[src/rtl/motion_pkg.sv]
// Shared definitions for the step/dir receiver: FSM encoding, synchronizer depth
// and a saturating counter helper.
package motion_pkg;

  localparam int SYNC_STAGES = 2;

  typedef enum logic [1:0] {
    ST_IDLE = 2'd0,
    ST_HIGH = 2'd1,
    ST_POST = 2'd2
  } step_state_t;

  function automatic logic [31:0] sat_inc(input logic [31:0] value);
    return (value == 32'hFFFF_FFFF) ? value : value + 32'd1;
  endfunction

endpackage

[src/rtl/sync_2ff.sv]
// Single-bit two-flop synchronizer with asynchronous active-high clear.
module sync_2ff
  import motion_pkg::*;
(
  input  logic clk,
  input  logic reset,
  input  logic d,
  output logic q
);

  logic [SYNC_STAGES-1:0] stages;

  always_ff @(posedge clk or posedge reset) begin
    if (reset) begin
      stages <= '0;
    end else begin
      // NOTE: non-blocking keeps each flop sampling the previous stage's old value.
      stages <= {stages[SYNC_STAGES-2:0], d};
    end
  end

  assign q = stages[SYNC_STAGES-1];

endmodule

[src/rtl/motor_step_rx.sv]
// Step/dir receiver: synchronizes the external lines, counts position and flags
// setup, pulse-width and hold timing violations as sticky errors.
module motor_step_rx
  import motion_pkg::*;
(
  input  logic        clk,
  input  logic        reset,
  input  logic        step_in,
  input  logic        dir_in,
  input  logic [31:0] pre_n,
  input  logic [31:0] pulse_n,
  input  logic [31:0] post_n,
  input  logic        pos_load,
  input  logic [31:0] pos_value,
  input  logic        err_clr,
  output logic        step_stb,
  output logic        step_dir,
  output logic [31:0] position,
  output logic        err_setup,
  output logic        err_pulse,
  output logic        err_hold
);

  localparam int SETTLE_W = $clog2(SYNC_STAGES + 1);

  logic s_step;
  logic s_dir;

  sync_2ff u_sync_step (.clk(clk), .reset(reset), .d(step_in), .q(s_step));
  sync_2ff u_sync_dir  (.clk(clk), .reset(reset), .d(dir_in),  .q(s_dir));

  logic                step_p;
  logic                dir_p;
  logic                step_prev;
  logic                dir_prev;
  logic                armed;
  logic [SETTLE_W-1:0] settle;
  step_state_t         state;
  logic [31:0]         dir_cnt;
  logic [31:0]         width_cnt;
  logic [31:0]         hold_cnt;

  logic        step_lvl;
  logic        rise;
  logic        fall;
  logic        dir_chg;
  logic [31:0] dir_cnt_eff;
  logic        set_setup;
  logic        set_pulse;
  logic        set_hold;

  // Edges are only honoured once a low step level has been seen after reset,
  // so a line already high at reset release is never taken as a new step.
  assign step_lvl    = step_p & armed;
  assign rise        = step_lvl & ~step_prev;
  assign fall        = ~step_lvl & step_prev;
  assign dir_chg     = dir_p ^ dir_prev;
  assign dir_cnt_eff = dir_chg ? 32'd0 : dir_cnt;

  always_comb begin
    set_setup = rise && (dir_cnt_eff < pre_n);
    set_pulse = (state == ST_HIGH) && fall && (width_cnt < pulse_n);
    set_hold  = 1'b0;
    if (state == ST_HIGH && dir_chg) begin
      set_hold = 1'b1;
    end
    if (state == ST_POST && hold_cnt < post_n && (dir_chg || rise)) begin
      set_hold = 1'b1;
    end
  end

  always_ff @(posedge clk or posedge reset) begin
    if (reset) begin
      step_p    <= 1'b0;
      dir_p     <= 1'b0;
      step_prev <= 1'b0;
      dir_prev  <= 1'b0;
      armed     <= 1'b0;
      settle    <= '0;
      state     <= ST_IDLE;
      dir_cnt   <= '0;
      width_cnt <= '0;
      hold_cnt  <= '0;
      step_stb  <= 1'b0;
      step_dir  <= 1'b0;
      position  <= '0;
      err_setup <= 1'b0;
      err_pulse <= 1'b0;
      err_hold  <= 1'b0;
    end else begin
      step_p    <= s_step;
      dir_p     <= s_dir;
      step_prev <= step_lvl;
      dir_prev  <= dir_p;

      if (settle != SETTLE_W'(SYNC_STAGES)) begin
        settle <= settle + 1'b1;
      end else if (!s_step) begin
        armed <= 1'b1;
      end

      dir_cnt  <= dir_chg ? 32'd0 : sat_inc(dir_cnt);
      step_stb <= rise;
      if (rise) begin
        step_dir <= dir_p;
      end

      case (state)
        ST_IDLE: begin
          if (rise) begin
            state     <= ST_HIGH;
            width_cnt <= 32'd1;
          end
        end
        ST_HIGH: begin
          if (fall) begin
            state    <= ST_POST;
            hold_cnt <= '0;
          end else begin
            width_cnt <= sat_inc(width_cnt);
          end
        end
        ST_POST: begin
          if (rise) begin
            state     <= ST_HIGH;
            width_cnt <= 32'd1;
          end else if (hold_cnt >= post_n) begin
            state <= ST_IDLE;
          end else begin
            hold_cnt <= sat_inc(hold_cnt);
          end
        end
        default: state <= ST_IDLE;
      endcase

      if (pos_load) begin
        position <= pos_value;
      end else if (step_stb) begin
        position <= step_dir ? position + 32'd1 : position - 32'd1;
      end

      err_setup <= set_setup | (err_setup & ~err_clr);
      err_pulse <= set_pulse | (err_pulse & ~err_clr);
      err_hold  <= set_hold  | (err_hold  & ~err_clr);
    end
  end

endmodule

[config.mk]
export PLATFORM = sky130hd
export DESIGN_NAME = motor_step_rx
export DESIGN_NICKNAME = d
export VERILOG_FILES = /design/src/rtl/motion_pkg.sv /design/src/rtl/sync_2ff.sv /design/src/rtl/motor_step_rx.sv
export SDC_FILE = /design/constraint.sdc
export NUM_CORES = 1
export LEC_CHECK = 0
export ABC_AREA = 0
export CAP_MARGIN = 10
export CORE_ASPECT_RATIO = 1.2
export CORE_MARGIN = 2
export CORE_UTILIZATION = 32
export CTS_BUF_LIST = sky130_fd_sc_hd__clkbuf_8
export DETAILED_ROUTE_END_ITERATION = 8
export REMOVE_ABC_BUFFERS = 1
export SLEW_MARGIN = 20
export SYNTH_ARGS = -nofsm -noshare
export SYNTH_HDL_FRONTEND = slang
export SYNTH_SLANG_ARGS = --single-unit
[constraint.sdc]
create_clock -name clk -period 6 [get_ports clk]
set_clock_uncertainty 0.2 [all_clocks]
set_input_delay 1.2 -clock clk [delete_from_list [all_inputs] [get_ports clk]]
set_output_delay 1.2 -clock clk [all_outputs]
set_load 0.01 [all_outputs]
==> summary.txt, run 1 <==
Status
  – Outcome: completed

GRT
  – Global-route wire length before repair: 48.7 mm
  – Antenna violations before repair: 0
  – Global Route Usage Sum: 16.3%
  – GR Overflow Total: 0
  – Vias in the first global route: 9,741
  – Largest net degree at the start of global routing: 69

Min path
  – Worst Hold Launch: u_sync_step.stages[0]$_DFF_PP0_
  – WHS Endpoint: u_sync_step.stages[1]$_DFF_PP0_
  – HP Class: flip-flop to flip-flop
  – Hold path depth: 0

Synth
  – Register area share after synthesis: 33.0%
  – Multiplexer area fraction after synthesis: 2.09%
  – Async set or reset register ratio after synthesis: 100%
  – Cell area after synthesis: 11,100 µm²
  – Compound-Gate Fraction of Synth Area: 18.1%
  – Main flop type after synthesis: dfrtp_1
  – Post-Synth Adder-Cell Area: 14.6%
  – Combinational family with the most area after synthesis: simple AND/OR/NAND/NOR gates
  – Mean cell area of the mapped netlist: 8.51 µm²
  – Yosys cell types: 69
  – Post-synthesis xor/xnor area fraction: 6.41%
  – Synth Area in Simple Gates: 20.1%
  – Warnings from Yosys: 0
  – #FFs+latches synth: 146
  – Mapped Cells: 1,301
  – Post-synth EDFFs: 0

Layout
  – Nets: 1,728
  – Layout area overhead: 23.0%
  – Finished layout cell area: 13,600 µm²
  – Layout cells sized above 1: 4.13%
  – Fill cells: 3,566
  – Antenna cells: 0

Pwr
  – Pwr Density: 221 nW/µm²
  – Leak: 0.00648 µW
  – Max rail drop VDD: 0.120 mV

Setup path
  – Top Family by Delay on Critical Path: compound AO/OA/AOI/OAI gates
  – CP Buf/Inv Count: 2
  – Worst r2r path cells: 11
  – Critical Path Max Stage Delay: 450 ps
  – Reg2reg setup slack: 1970 ps
  – WP data arrival: 4170 ps
  – Reg2Reg Launch Point: step_dir$_DFFE_PP0P_
  – Startpoint Class: flip-flop
  – CP Capture Type: flip-flop
  – CP Cell Sequence: inv_1 -> buf_4 -> ha_1 -> a211oi_2 -> o211ai_1 -> and2_4 -> a221o_2 -> a21oi_1 -> o311ai_0 -> a41o_1 -> a221o_1
  – Worst R2R End: position[28]$_DFFE_PP0P_
  – Setup Crit Path Kind: flip-flop to flip-flop
  – CP max FO: 22
  – Worst EP required: 6140 ps
  – Worst path slowest cell: a221o_2

Placement
  – GP Congestion: 0.822
  – DP Area: 13,200 µm²
  – DP Wirelength: 21.9 mm
  – IO Port Bufs: 170

Clock tree
  – H-tree Lvls: 4
  – # Post-CTS Setup Buffers: 0
  – Post-CTS sizing: 0
  – Clock-pin slew on the worst setup and hold paths: 90 ps
  – Post-CTS Hold Fix Bufs: 0
  – TritonCTS Buffers: 17
  – Maximum root-to-sink buffer count: 2
  – Clk root buf: clkbuf_8
  – Worst skew pair latency: 470 ps
  – Clock sink count: 146
  – TritonCTS clock tree: done

Timing
  – Max Clk Rate: 0.248 GHz
  – Slew HR: 30.5%
  – Finish-stage setup viols: 0
  – Unrepaired setup endpoints after global routing: no
  – Max Slew Vio Count: 0
  – Crit path time final: 4030 ps
  – Tcrit/Tclk final: 67.2%
  – Hold Vio Cnt, Final: 0
  – Worst-margin pin slew: 1040 ps
  – Total negative setup slack: 0 ps

Run
  – Max Cap Viol: 0

Drt
  – WL/cell: 15.1 µm
  – DRC Markers: 0
  – Post-Route WL: 29.2 mm
  – Pre-antenna DRT Iters: 5
  – Total number of vias: 9,830
  – Vias per inst: 5.08
  – Final antenna-violating net count: 0
  – Initial DRC count: 527

Floorplan
  – DIE HEIGHT: 208 µm
  – Std-Cell Rows: 74
  – I/O pin total: 171
  – Die area: 36,100 µm²
  – Initial core utilization: 32.5%
  – Die Wd: 174 µm
  – Core area: 34,100 µm²
## registers in the layout, summed over array words and instances (netlist names)
register            flops
u_sync_dir.stages       2
armed                   1
u_sync_step.stages      2
hold_cnt               32
settle                  2
err_setup               1
width_cnt              32
dir_p                   1
err_pulse               1
step_prev               1
step_dir                1
dir_cnt                32
step_stb                1
position               32
dir_prev                1
err_hold                1
state                   2
step_p                  1
## power breakdown
part	switching [µW]	internal, µW
clock	424	337
sequential	81.5	1050
combinational	595	517
## kinds of logic (layout without fill, tap and decap cells)
kind of cell,count (synthesis),after routing
muxes,23,23
adders and majority gates,129,129
AOI/OAI and AO/OA,319,319
DFF,146,146
and+or+nand+nor,447,447
buffers and inverters,156,333
xor gates and xnor gates,81,81
## cell type report
class	count	area [µm²]	share of cell area, %
Clock inverter	14	115	0.846
Inverter	121	459	3.37
Multi-Input combinational cell	999	6790	49.9
Tap cell	456	571	4.19
Timing Repair Buffer	180	1770	13.0
Clock buffer	18	248	1.82
Sequential cell	146	3650	26.9
## per-layer routing
layer / up-vias / part of all wire [%] / GRT usage [%]
li1: 4941 / - / -
met1: 4647 / 46 / 21.0
met2: 216 / 48 / 28.0
met3: 26 / 4.1 / 3.08
met4: 0 / 1.6 / 4.38
met5: - / 0 / 0
## through the flow
step | setup slack [ps] | cells | total power [µW] | hold WS (ps) | util (%)
floorplan | 677 | 1266 | 1850 | 131 | -
global placement | 1710 | 1902 | 2250 | 138 | 38.9
detailed placement | 1640 | 1902 | 2270 | 136 | 38.9
CTS | 1950 | 1934 | 3050 | 157 | 39.9
global route | 1720 | 1934 | 3230 | 158 | 39.9
finish | 1970 | 1934 | 3010 | 157 | 39.9
## Yosys cell counts (all sizes together) (8+ instances only)
cell | count | area [µm²]
buf | 9 | 67.6
and4 | 8 | 70.1
xor2 | 48 | 420
nor3 | 15 | 80.1
inv | 121 | 454
nor4 | 8 | 56.3
dfrtp | 146 | 3650
mux2i | 22 | 220
and3 | 16 | 101
a21oi | 66 | 330
xnor2 | 33 | 289
o31ai | 19 | 143
nor2b | 10 | 62.6
a31oi | 16 | 100
nand3 | 50 | 250
or3 | 11 | 68.8
o41ai | 9 | 78.8
and2 | 42 | 265
a21o | 43 | 327
nor2 | 118 | 443
ha | 128 | 1600
o21ai | 110 | 551
nand2 | 107 | 402
clkbuf | 26 | 113
nand4 | 42 | 275
## worst max path at each step
stage | endpoint | start | depth (start not counted)
floorplan | armed$_DFFE_PP0P_ | reset | 1
global placement | hold_cnt[31]$_DFFE_PP0P_ | post_n[21] | 12
detailed placement | hold_cnt[12]$_DFFE_PP0P_ | post_n[21] | 12
CTS | position[28]$_DFFE_PP0P_ | step_dir$_DFFE_PP0P_ | 11
global route | position[25]$_DFFE_PP0P_ | step_dir$_DFFE_PP0P_ | 12
finish | position[28]$_DFFE_PP0P_ | step_dir$_DFFE_PP0P_ | 11
## cells in the final DEF (no fill, tap or decap), drive strengths merged, types with 5 or more instances in the layout
| master | synthesis | final |
|---|---|---|
| clkdlybuf4s50 | 0 | 169 |
| dfrtp | 146 | 146 |
| ha | 128 | 128 |
| inv | 121 | 126 |
| nor2 | 118 | 118 |
| o21ai | 110 | 110 |
| nand2 | 107 | 107 |
| a21oi | 66 | 66 |
| nand3 | 50 | 50 |
| xor2 | 48 | 48 |
| a21o | 43 | 43 |
| and2 | 42 | 42 |
| nand4 | 42 | 42 |
| xnor2 | 33 | 33 |
| mux2i | 22 | 22 |
| o31ai | 19 | 19 |
| clkbuf | 26 | 18 |
| a31oi | 16 | 16 |
| and3 | 16 | 16 |
| nor3 | 15 | 15 |
| or3 | 11 | 11 |
| buf | 9 | 11 |
| nor2b | 10 | 10 |
| o41ai | 9 | 9 |
| and4 | 8 | 8 |
| nor4 | 8 | 8 |
| o211ai | 7 | 7 |
| a211oi | 7 | 7 |
| nand2b | 6 | 6 |
| o21bai | 6 | 6 |
| o21a | 5 | 5 |
| clkinv | 0 | 5 |
Power figures use the tool's default switching activity.
==> run 2: changes to the inputs <==
==> constraint.sdc (replaced) <==
create_clock -name clk -period 4 [get_ports clk]
set_clock_uncertainty 0.2 [all_clocks]
set_input_delay 0.8 -clock clk [delete_from_list [all_inputs] [get_ports clk]]
set_output_delay 0.8 -clock clk [all_outputs]
set_load 0.01 [all_outputs]
==> run 2 against run 1 <==
Non-clock buffer count increased by 12. Combinational power up 54%. Final cell count increased by 0.62%. Register-to-register slack lost 1500 ps. Sequential power up 50%. Sequential share of layout area shrank 0.33 points. Largest power group is now combinational logic.
==> summary.txt, run 2 (same netlist as run 1, synthesis figures left out) <==
GRT
  – Global-route wire length before repair: 49.2 mm (+1.0%)
  – Antenna violations before repair: 0 (unchanged)
  – Vias in the first global route: 9,868 (+1.3%)
  – Global Route Usage Sum: 16.4% (+0.091 points)
  – Largest net degree at the start of global routing: 69 (unchanged)
  – GR Overflow Total: 0 (unchanged)

Pwr
  – Leak: 0.00658 µW (+1.5%)
  – Pwr Density: 338 nW/µm² (+53%)
  – Max rail drop VDD: 0.194 mV (+61%)
  – Power Total: 4660 µW (+55%)

Clock tree
  – H-tree Lvls: 4 (unchanged)
  – Clk root buf: clkbuf_8
  – Clock sink count: 146 (unchanged)
  – Worst skew pair latency: 460 ps (about the same)
  – Clock-pin slew on the worst setup and hold paths: 90 ps (about the same)
  – Maximum root-to-sink buffer count: 2 (unchanged)
  – # Post-CTS Setup Buffers: 0 (unchanged)
  – Post-CTS sizing: 0 (unchanged)
  – Post-CTS Hold Fix Bufs: 0 (unchanged)
  – TritonCTS clock tree: done
  – TritonCTS Buffers: 17 (unchanged)

Timing
  – Crit path time final: 3570 ps (-461 ps)
  – Max Slew Vio Count: 0 (unchanged)
  – Hold slack: 159 ps (+1.93 ps)
  – Unrepaired setup endpoints after global routing: no
  – Max Clk Rate: 0.280 GHz (+13%)
  – Hold Vio Cnt, Final: 0 (unchanged)
  – Worst-margin pin slew: 644 ps (-396 ps)
  – Total negative setup slack: 0 ps (unchanged)
  – Final worst slack: 430 ps (-1540 ps)
  – Slew HR: 56.9% (+26 points)
  – Finish-stage setup viols: 0 (unchanged)
  – Tcrit/Tclk final: 89.3% (+22 points)

Setup path
  – Critical Path Max Stage Delay: 530 ps (+80 ps)
  – WP depth: 11 (unchanged)
  – Worst r2r path cells: 11 (unchanged)
  – Setup Crit Path Kind: flip-flop to flip-flop
  – CP max FO: 9 (-59%)
  – Worst path slowest cell: fa_1
  – CP Buf/Inv Count: 1 (-1)
  – Top Family by Delay on Critical Path: compound AO/OA/AOI/OAI gates
  – CP Cell Sequence: inv_1 -> fa_1 -> a211oi_2 -> o211ai_1 -> and2_4 -> a221o_2 -> a211o_1 -> a21o_1 -> a31oi_1 -> xnor2_1 -> a221o_1
  – CP Capture Type: flip-flop
  – Worst EP required: 4140 ps (-2000 ps)
  – Startpoint Class: flip-flop
  – WP data arrival: 3710 ps (-460 ps)

Drt
  – Final antenna-violating net count: 0 (unchanged)
  – WL/cell: 14.9 µm (-1.4%)
  – Total number of vias: 9,866 (+0.37%)
  – Initial DRC count: 560 (+6.3%)
  – Pre-antenna DRT Iters: 5 (unchanged)
  – Post-Route WL: 28.9 mm (-0.82%)
  – DRC Markers: 0 (unchanged)
  – Vias per inst: 5.07 (-0.25%)

Layout
  – Nets: 1,740 (+0.69%)
  – Layout area overhead: 24.5%
  – Finished layout cell area: 13,800 µm² (+1.3%)
  – Most common cell after layout, fill and taps aside: clkdlybuf4s50_1
  – Antenna cells: 0 (unchanged)
  – Layout cells sized above 1: 5.03% (+0.91 points)
  – Commonest cells after routing, fill and taps aside: 169 x clkdlybuf4s50_1, 145 x dfrtp_1, 128 x ha_1

Placement
  – DP Wirelength: 22.1 mm (+0.96%)
  – DP Area: 13,400 µm² (+0.87%)
  – Dpl ws: 107 ps (-1540 ps)
  – GP Congestion: 0.811 (-1.4%)
  – IO Port Bufs: 170 (unchanged)

Run
  – Max Cap Viol: 0 (unchanged)

Min path
  – HP Class: flip-flop to flip-flop
  – Hold path depth: 0 (unchanged)

Floorplan
  – Std-Cell Rows: 74 (unchanged)
  – Initial core utilization: 32.5% (unchanged)
  – Die area: 36,100 µm² (unchanged)
  – I/O pin total: 171 (unchanged)
  – Core area: 34,100 µm² (unchanged)
  – DIE HEIGHT: 208 µm (unchanged)
  – Die Wd: 174 µm (unchanged)

Status
  – Outcome: completed
-- run 2: cell count changes in the layout (fill, tap and decap cells not counted), sizes merged --
cell	previous run	this run
buf	11	23
bufinv	1	3
clkinv	5	7
clkinvlp	3	2
inv	126	123
-- run 2: path summary, 6_finish.rpt --
path | start | to | slack, ps
worst max-delay path | step_dir$_DFFE_PP0P_ | position[18]$_DFFE_PP0P_ | 430
worst min-delay path | u_sync_dir.stages[0]$_DFF_PP0_ | u_sync_dir.stages[1]$_DFF_PP0_ | 160
worst max register to register | step_dir$_DFFE_PP0P_ | position[18]$_DFFE_PP0P_ | 430
worst min register to register | u_sync_dir.stages[0]$_DFF_PP0_ | u_sync_dir.stages[1]$_DFF_PP0_ | 160
max in group asynchronous | reset | settle[0]$_DFFE_PP0P_ | 2270
min in group asynchronous | reset | position[1]$_DFFE_PP0P_ | 590
-- run 2: report_power, final --
part | total, µW | leakage (µW) | switching [µW] | internal, µW
Combinational | 1710 | 0.00444 | 898 | 811
Sequential | 1700 | 0.00193 | 119 | 1580
Clock | 1250 | 0.000210 | 621 | 631
-- run 2: metal layers --
| metal | track usage, % | up-vias | wire length [µm] |
|---|---|---|---|
| met4 | 3.68 | 0 | 314 |
| met5 | 0 | - | 0 |
| li1 | - | 4955 | - |
| met1 | 21.2 | 4668 | 13300 |
| met3 | 3.02 | 18 | 1220 |
| met2 | 28.5 | 225 | 14100 |
-- run 2: metrics by stage --
step                utilization, %  std cells
floorplan                        -       1266
global placement              39.2       1914
global route                  40.4       1946
finish                        40.4       1946
CTS                           40.4       1946
detailed placement            39.2       1914
-- run 2: final cells by class --
cell class,instances,area [µm²]
clock buffer,18,248
inverter,121,459
sequential,146,3650
multi-input combinational,999,6800
fill,3492,20300
tap,456,571
timing repair buffer,192,1890
clock inverter,14,164
==> run 3: changes to the inputs <==
==> constraint.sdc (replaced) <==
create_clock -name clk -period 4.4 [get_ports clk]
set_clock_uncertainty 0.2 [all_clocks]
set_input_delay 0.88 -clock clk [delete_from_list [all_inputs] [get_ports clk]]
set_output_delay 0.88 -clock clk [all_outputs]
set_load 0.01 [all_outputs]
==> run 3 against run 2 <==
Sequential share of layout area rose by 0.16 points. Power fell by 10%. Routed wire length fell by 0.88%. Register-to-register slack improved by 60 ps. Via count rose by 0.53%. Die area did not move. Global-route usage barely moved. Critical path depth fell by 1. Utilization fell by 0.23 points. Flip-flop and latch count did not move. Sequential power fell by 9%. Final cell count fell by 0.36%. Critical path type unchanged. Critical endpoint is now position[28]$_DFFE_PP0P_. Highest routed layer unchanged.
==> summary.txt, run 3 (same netlist as run 1, synthesis figures left out) <==
Status
  – Outcome: completed

Layout
  – Fin util: 40.2% (-0.23 points)
  – Fill cells: 3,546 (+1.5%)
  – Multi-input logic area: 6790 µm² (-0.11%)
  – Commonest cells after routing, fill and taps aside: 169 x clkdlybuf4s50_1, 145 x dfrtp_1, 128 x ha_1
  – Antenna cells: 0 (unchanged)
  – Reg area: 3650 µm² (unchanged)
  – Nets: 1,735 (-0.29%)
  – Layout cells sized above 1: 4.45% (-0.58 points)
  – Most common cell after layout, fill and taps aside: clkdlybuf4s50_1
  – Finished layout cell area: 13,700 µm² (-0.58%)
  – Layout area overhead: 23.8%

Clock tree
  – TritonCTS clock tree: done
  – Worst skew pair latency: 470 ps (about the same)
  – H-tree Lvls: 4 (unchanged)
  – Clock sink count: 146 (unchanged)
  – Clk root buf: clkbuf_8
  – Post-CTS Hold Fix Bufs: 0 (unchanged)
  – # Post-CTS Setup Buffers: 0 (unchanged)
  – Clock-pin slew on the worst setup and hold paths: 90 ps (about the same)
  – TritonCTS Buffers: 17 (unchanged)
  – Maximum root-to-sink buffer count: 2 (unchanged)
  – Post-CTS sizing: 0 (unchanged)

Placement
  – DP Area: 13,300 µm² (-0.37%)
  – DP Wirelength: 22.1 mm (about the same)
  – GP Congestion: 0.822 (+1.4%)
  – IO Port Bufs: 170 (unchanged)

GRT
  – GR Overflow Total: 0 (unchanged)
  – Global Route Usage Sum: 16.4% (-0.050 points)
  – Largest net degree at the start of global routing: 56 (-19%)
  – Antenna violations before repair: 0 (unchanged)
  – Vias in the first global route: 9,871 (+0.030%)
  – Global-route wire length before repair: 48.9 mm (-0.60%)

Pwr
  – Clock Power Share: 26.5% (-0.4 points)
  – Switching power: 1480 µW (-9.9%)
  – Combinational share of power: 36.7% (about the same)
  – Leak: 0.00654 µW (-0.56%)
  – Sw Ratio: 35.2% (+0.070 points)
  – Pwr Density: 306 nW/µm² (-9.5%)
  – Max rail drop VDD: 0.191 mV (-1.4%)
  – Pint: 2710 µW (-10%)
  – Seq pwr share: 36.8% (+0.4 points)

Timing
  – Hold Vio Cnt, Final: 0 (unchanged)
  – Unrepaired setup endpoints after global routing: no
  – Crit path time final: 3910 ps (+339 ps)
  – Slew HR: 39.2% (-18 points)
  – Max Clk Rate: 0.256 GHz (-8.7%)
  – Max Slew Vio Count: 0 (unchanged)
  – Tcrit/Tclk final: 88.8% (-0.41 points)
  – Worst-margin pin slew: 905 ps (+261 ps)
  – Finish-stage setup viols: 0 (unchanged)

Drt
  – Total number of vias: 9,918 (+0.53%)
  – Vias per inst: 5.12 (+0.89%)
  – Pre-antenna DRT Iters: 4 (-1)
  – Initial DRC count: 506 (-9.6%)
  – WL/cell: 14.8 µm (-0.52%)
  – Final antenna-violating net count: 0 (unchanged)
  – Post-Route WL: 28.7 mm (-0.88%)
  – DRC Markers: 0 (unchanged)

Min path
  – Worst Hold Launch: u_sync_dir.stages[1]$_DFF_PP0_
  – WHS Endpoint: dir_p$_DFF_PP0_
  – HP Class: flip-flop to flip-flop
  – Hold path depth: 0 (unchanged)

Floorplan
  – I/O pin total: 171 (unchanged)
  – Die area: 36,100 µm² (unchanged)
  – Core area: 34,100 µm² (unchanged)
  – Die Wd: 174 µm (unchanged)
  – Std-Cell Rows: 74 (unchanged)
  – DIE HEIGHT: 208 µm (unchanged)
  – Initial core utilization: 32.5% (unchanged)

Setup path
  – Worst r2r path cells: 10 (-1)
  – Setup Crit Path Kind: flip-flop to flip-flop
  – CP Cell Sequence: inv_1 -> ha_1 -> a211oi_2 -> o211ai_1 -> and2_4 -> a221o_2 -> a21oi_1 -> o311ai_0 -> a41o_1 -> a221o_1
  – Top Family by Delay on Critical Path: compound AO/OA/AOI/OAI gates
  – Reg2Reg Launch Point: step_dir$_DFFE_PP0P_
  – CP max FO: 22 (+13)
  – Startpoint Class: flip-flop
  – Worst R2R End: position[28]$_DFFE_PP0P_
  – Critical Path Max Stage Delay: 590 ps (+60 ps)
  – CP Capture Type: flip-flop
  – Worst EP required: 4550 ps (+410 ps)
  – CP Buf/Inv Count: 1 (unchanged)
  – Worst path slowest cell: inv_1
  – Reg2reg setup slack: 490 ps (+60 ps)
  – WP data arrival: 4060 ps (+350 ps)

Run
  – Max Cap Viol: 0 (unchanged)
==> run 3: cell types whose count changed in the layout (fill, tap and decap cells not counted), sizes merged <==
cell / previous run / this run
buf: 23 / 18
clkinvlp: 2 / 0
==> run 3: area by class of cell <==
class                           instances  share of cell area [%]
Timing Repair Buffer                  187                    13.4
Inverter                              121                    3.35
Clock inverter                         12                    1.05
Clock buffer                           18                    1.81
Tap cell                              456                    4.16
Multi-Input combinational cell        999                    49.5
Sequential cell                       146                    26.7
==> run 3: how the worst max path moves through the flow <==
stage | startpoint | cells after the start | endpoint | slack [ps]
floorplan | reset | 1 | armed$_DFFE_PP0P_ | -600
global placement | post_n[25] | 12 | hold_cnt[10]$_DFFE_PP0P_ | 410
detailed placement | post_n[25] | 12 | hold_cnt[10]$_DFFE_PP0P_ | 350
CTS | step_dir$_DFFE_PP0P_ | 10 | position[28]$_DFFE_PP0P_ | 470
global route | step_dir$_DFFE_PP0P_ | 10 | position[28]$_DFFE_PP0P_ | 230
finish | step_dir$_DFFE_PP0P_ | 10 | position[28]$_DFFE_PP0P_ | 490
==> run 3: routing by layer <==
layer  track usage, %  part of all wire, %  vias up
li1                 -                    -     4970
met1             20.7                   46     4716
met2             28.1                   48      197
met3             3.04                  3.7       35
met4             5.16                  2.1        0
met5                0                    0        -
==> run 3: worst reg2reg max path: stages, from the launching register on <==
cell,delay [ps]
dfrtp_1,410
inv_1,590
ha_1,410
a211oi_2,240
o211ai_1,120
and2_4,160
a221o_2,440
a21oi_1,370
o311ai_0,300
a41o_1,270
a221o_1,260
==> run 3: power groups by stage <==
| stage | registers (µW) | logic [µW] | clock network (µW) |
|---|---|---|---|
| floorplan | 1570 | 956 | 0 |
| global placement | 1570 | 1520 | 0 |
| detailed placement | 1570 | 1540 | 0 |
| CTS | 1550 | 1550 | 1150 |
| global route | 1560 | 1720 | 1210 |
| finish | 1540 | 1540 | 1110 |
==> run 3: metrics by stage <==
stage	setup TNS (ps)	power, µW	worst slack, ps	hold WS (ps)	cells
detailed placement	0	3110	347	135	1909
global placement	0	3090	406	134	1909
CTS	0	4250	468	156	1939
floorplan	-88040	2530	-603	131	1266
finish	0	4190	491	154	1939
global route	0	4490	228	159	1939
